`config.mk`:
```
export PLATFORM = sky130hd
export DESIGN_NAME = pcc_feature_binarizer
export DESIGN_NICKNAME = d
export VERILOG_FILES = /design/src/rtl/pcc_feature_binarizer.sv
export SDC_FILE = /design/constraint.sdc
export NUM_CORES = 1
export LEC_CHECK = 0
export ABC_AREA = 1
export CAP_MARGIN = 20
export CORE_MARGIN = 1.5
export CORE_UTILIZATION = 50
export CTS_BUF_LIST = sky130_fd_sc_hd__clkbuf_8
export DETAILED_ROUTE_END_ITERATION = 8
export HOLD_SLACK_MARGIN = 0.1
export PLACE_DENSITY = 0.71
export SLEW_MARGIN = 20
export SYNTH_ARGS = -nofsm -noshare
export SYNTH_HDL_FRONTEND = slang
export SYNTH_SLANG_ARGS = --single-unit
```
`constraint.sdc`:
```
create_clock -name clk -period 6.4 [get_ports clk]
set_clock_uncertainty 0.05 [all_clocks]
set_input_delay 1.28 -clock clk [delete_from_list [all_inputs] [get_ports clk]]
set_output_delay 1.28 -clock clk [all_outputs]
set_load 0.05 [all_outputs]
```
`src/rtl/pcc_feature_binarizer.sv`:
```
// Thresholds a serial stream of feature samples into the packed pos/neg vector that pcc consumes.
// Optional build macro PCC_BIN_DBUF_EN lets a new vector collect while the previous one is held.
module pcc_feature_binarizer #(
    parameter int N_POS  = 2,
    parameter int N_NEG  = 6,
    parameter int FEAT_W = 8
) (
    input  logic              clk,
    input  logic              rst_n,
    input  logic              thr_we,
    input  logic [2:0]        thr_addr,
    input  logic [FEAT_W-1:0] thr_data,
    input  logic              in_valid,
    output logic              in_ready,
    input  logic              in_sof,
    input  logic [FEAT_W-1:0] in_data,
    output logic              out_valid,
    input  logic              out_ready,
    output logic [N_POS-1:0]  out_pos,
    output logic [N_NEG-1:0]  out_neg,
    output logic              sof_err
);

    localparam int N     = N_POS + N_NEG;
    localparam int IDX_W = (N > 1) ? $clog2(N) : 1;
    localparam logic [IDX_W-1:0] LAST_IDX = IDX_W'(N - 1);

    typedef enum logic {
        COLLECT = 1'b0,
        HOLD    = 1'b1
    } state_t;

    state_t            state;
    state_t            state_nxt;
    logic [IDX_W-1:0]  idx;
    logic [IDX_W-1:0]  idx_nxt;
    logic [IDX_W-1:0]  eff_idx;
    logic [N-1:0]      shadow;
    logic [N-1:0]      shadow_nxt;
    logic [N-1:0]      out_vec;
    logic [FEAT_W-1:0] thr [N];
    logic              accept;
    logic              cmp_bit;
    logic              complete;
    logic              load_out;
    logic              sof_err_set;

`ifdef PCC_BIN_DBUF_EN
    // Only the completing sample has to wait for the output register to free up.
    assign in_ready = !((state == HOLD) && !out_ready && (idx == LAST_IDX));
`else
    assign in_ready = (state == COLLECT);
`endif

    assign out_valid = (state == HOLD);
    assign out_pos   = out_vec[N_POS-1:0];
    assign out_neg   = out_vec[N-1:N_POS];

    // A sof sample always lands at feature 0, whatever the counter says.
    assign accept      = in_valid & in_ready;
    assign eff_idx     = in_sof ? '0 : idx;
    assign cmp_bit     = (in_data >= thr[eff_idx]);
    assign complete    = accept & (eff_idx == LAST_IDX);
    assign sof_err_set = accept & (in_sof ? (idx != '0) : (idx == '0));

    always_comb begin
        shadow_nxt = shadow;
        idx_nxt    = idx;
        if (accept) begin
            if (in_sof) begin
                shadow_nxt = '0;
            end
            shadow_nxt[eff_idx] = cmp_bit;
            if (complete) begin
                idx_nxt = '0;
            end else begin
                idx_nxt = eff_idx + IDX_W'(1);
            end
        end
    end

    always_comb begin
        state_nxt = state;
        load_out  = 1'b0;
        case (state)
            COLLECT: begin
                if (complete) begin
                    state_nxt = HOLD;
                    load_out  = 1'b1;
                end
            end
            HOLD: begin
`ifdef PCC_BIN_DBUF_EN
                if (complete) begin
                    load_out = 1'b1;
                end else if (out_ready) begin
                    state_nxt = COLLECT;
                end
`else
                if (out_ready) begin
                    state_nxt = COLLECT;
                end
`endif
            end
            default: state_nxt = COLLECT;
        endcase
    end

    always_ff @(posedge clk or negedge rst_n) begin
        if (!rst_n) begin
            state   <= COLLECT;
            idx     <= '0;
            shadow  <= '0;
            out_vec <= '0;
            sof_err <= 1'b0;
        end else begin
            state  <= state_nxt;
            idx    <= idx_nxt;
            shadow <= shadow_nxt;
            if (load_out) begin
                out_vec <= shadow_nxt;
            end
            if (sof_err_set) begin
                sof_err <= 1'b1;
            end
        end
    end

    // Writes land at the edge, so a same-cycle compare still sees the old value.
    always_ff @(posedge clk or negedge rst_n) begin
        if (!rst_n) begin
            for (int i = 0; i < N; i++) begin
                thr[i] <= '0;
            end
        end else begin
            for (int i = 0; i < N; i++) begin
                if (thr_we && (thr_addr == 3'(i))) begin
                    thr[i] <= thr_data;
                end
            end
        end
    end

endmodule

```
==> flow_summary.ini <==
[status]
status = finished, final reports clean

[logic_synthesis]
yosys.area.top_type = dfrtp_1
yosysUniqueCellTypes = 33
ys_ff_latch = 85
syn_area_um2 = 4105
yosysMostFrequentCell = nand2_1
synth_area_leaders = dfrtp_1, nand2_1, o21ai_0
syn-mean-instance-area_um2 = 8.277
yosysWarnings = 0
syn_inst = 496
synth_common_cells = nand2_1, dfrtp_1, o21ai_0
synth_flop_cell = dfrtp_1
syn_nets = 531
synth_top_area_share_pct = 51.81
yosysSeqAreaShare_pct = 51.81
synth-edff-count = 0
synthArstFlopShare_pct = 100.0

[setup_path]
timing.rr.start = idx[0]
worstSetupEndpointType = flop
endpoint = shadow[4]
rr_worst_depth = 13
ff2ff_setup_slack_ps = 2930
cp_max_fo = 25
cp_data_arrival_time_ps = 4420
path_class = input port to flop
cp-start-kind = input port
cp-startpoint = in_sof
crit-reg2reg-capture = shadow[4]
cp.required_ps = 6560

[sta]
finalHoldViolations = 0
max_freq_mhz = 235.1
finalCritPeriodShare_pct = 66.47
period_needed_ps = 4254
setup-tns-final_ps = 0
slew_headroom_pct = 39.07
tightestPinTransition_ps = 909.0
rsz0062_at_grt = false
slew_violations = 0
holdWs_ps = 415.4
report.final.setup_viol = 0

[pwr]
pwr-share-seq_pct = 49.5
switching_share_pct = 30.16
power.density_nw_per_um2 = 289.4
power.leakage_nw = 2.254
p_sw_mw = 0.4118
clkPwrFrac_pct = 30.4
power_frac_comb_pct = 20.1
ir_worst_vdd_uv = 142.2
internal-power_mw = 0.9534

[die]
start_util_pct = 52.31
io-pin-count = 36
coreArea_um2 = 7848
die_h_um = 93.61
die_w_um = 93.61
rows = 32
die_area_um2 = 8763

[global_route]
grt_pass1_wl_um = 17150
grt_max_degree = 86
grt_pass1_vias = 3418
grt_remaining_overflow = 0
groute.usage.overall_pct = 26.07
antenna_found_initial = 0

[placed_design]
port_buffers = 35
gp_congestion = 0.8750
dpl.hpwl_um = 7366

[detailed_routing]
drtIter0Drc = 254
antenna_left = 0
wl_per_cell_um = 16.31
drc = 0
vias = 3446
wirelength_um = 10310
routed_via_density = 5.453
firstDrtPassIters = 5

[final_layout]
syn_to_final_growth_pct = 14.93
fin_nets = 562
antenna_cells = 0
fin_util_pct = 60.12
layout-drive-gt1-share_pct = 7.925

[clock_network]
clock_tree.root_cell = clkbuf_8
clk_latency_ps = 350
cts.repair.resized = 0
clk_pin_slew_ps = 90
cts_buffers = 9
cts_buffer_depth = 2
holdBufCountCts = 0
cts.sinks = 85
cts_setup_buffers = 0
cts-htree-levels = 3
cts_tree = yes

[hold_path]
min_path_type = flop to flop
hold_depth = 1

[flow_run]
drv_cap = 0
[how the worst min path moves through the flow]
stage	from	endpoint	slack (ps)
after floorplan	thr[12]	thr[12]	400
after global placement	sof_err	sof_err	390
after detailed placement	sof_err	sof_err	400
after CTS	sof_err	sof_err	420
after global routing	sof_err	sof_err	440
final	sof_err	sof_err	420
[logic make-up after synthesis]
logic type	Yosys count	share of synthesized area, %
AOI/OAI and AO/OA	108	13.87
DFF	85	51.81
and+or+nand+nor	231	24.87
adders and majority gates	10	3.048
buffers and inverters	61	6.157
muxes	1	0.2438
[power groups by stage]
| stage | logic [mW] | registers [mW] | clock network [mW] |
|---|---|---|---|
| detailed placement | 0.276 | 0.685 | 0 |
| finish | 0.275 | 0.676 | 0.415 |
| CTS | 0.277 | 0.675 | 0.420 |
| global placement | 0.269 | 0.684 | 0 |
| global route | 0.320 | 0.685 | 0.440 |
| floorplan | 0.187 | 0.676 | 0 |
[registers in the layout, indices dropped and copies added, names as in the netlist]
signal,flops
idx,3
out_valid,1
out_vec,8
shadow,8
sof_err,1
thr,64
[layout by cell type (no fill, tap or decap)]
cell type | Yosys | final
nor3_1 | 1 | 1
clkbuf_8 | 0 | 10
clkinv_2 | 0 | 1
nand3_1 | 24 | 24
dfrtp_1 | 85 | 85
nor2_1 | 33 | 33
nor3_4 | 1 | 1
o21ai_0 | 81 | 81
ha_1 | 10 | 10
inv_4 | 1 | 1
mux2i_1 | 1 | 1
bufinv_16 | 0 | 2
clkinv_4 | 0 | 1
inv_2 | 9 | 9
nand2_2 | 2 | 2
nor2_2 | 3 | 3
o21ai_1 | 6 | 6
buf_6 | 1 | 1
inv_1 | 35 | 35
o21a_1 | 2 | 2
nand3_2 | 1 | 1
o2111ai_1 | 1 | 1
nand4_1 | 8 | 8
nand2_4 | 4 | 4
clkinv_1 | 1 | 1
o22ai_1 | 6 | 6
or2_2 | 1 | 1
clkdlybuf4s50_1 | 0 | 34
nor2_4 | 4 | 4
nand2_1 | 147 | 147
and3_1 | 1 | 1
a21o_1 | 1 | 1
nor3_2 | 1 | 1
o211ai_1 | 4 | 4
a21oi_1 | 7 | 7
[metrics by stage]
stage                     worst slack (ps)  instance area [um^2]  power (mW)  std cells
after floorplan                       3357                  4105      0.8630        496
after global placement                1858                  4503      0.9528        618
after detailed placement              1834                  4503      0.9606        618
after CTS                             2198                  4715       1.372        632
after global routing                  1911                  4718       1.444        632
final                                 2146                  4718       1.365        632
[final cells by class]
cell class	count	area [um^2]
Fill cell	734	3129
Sequential cell	85	2127
Multi-Input combinational cell	350	1725
Timing Repair Buffer	35	351.6
Inverter	46	175.2
Clock buffer	10	137.6
Tap cell	102	127.6
Clock inverter	4	73.82
[worst max-delay path, cell delays in order]
cell	delay, ps
clkdlybuf4s50_1	570
nor2_4	600
nand3_2	270
clkinv_1	210
nand2_1	70
o211ai_1	160
nor2_1	120
ha_1	310
a21oi_1	130
o21a_1	320
nand3_1	160
nand3_1	110
o21ai_1	80
[per-layer routing]
metal,part of all wire (%),GRT usage (%),wire length [um]
met3,5.1,5.854,527
met4,1.6,7.214,163
met5,0,0,0
met2,49,43.30,5026
met1,45,34.34,4588
Note: power is estimated with default switching activity, not from simulation.
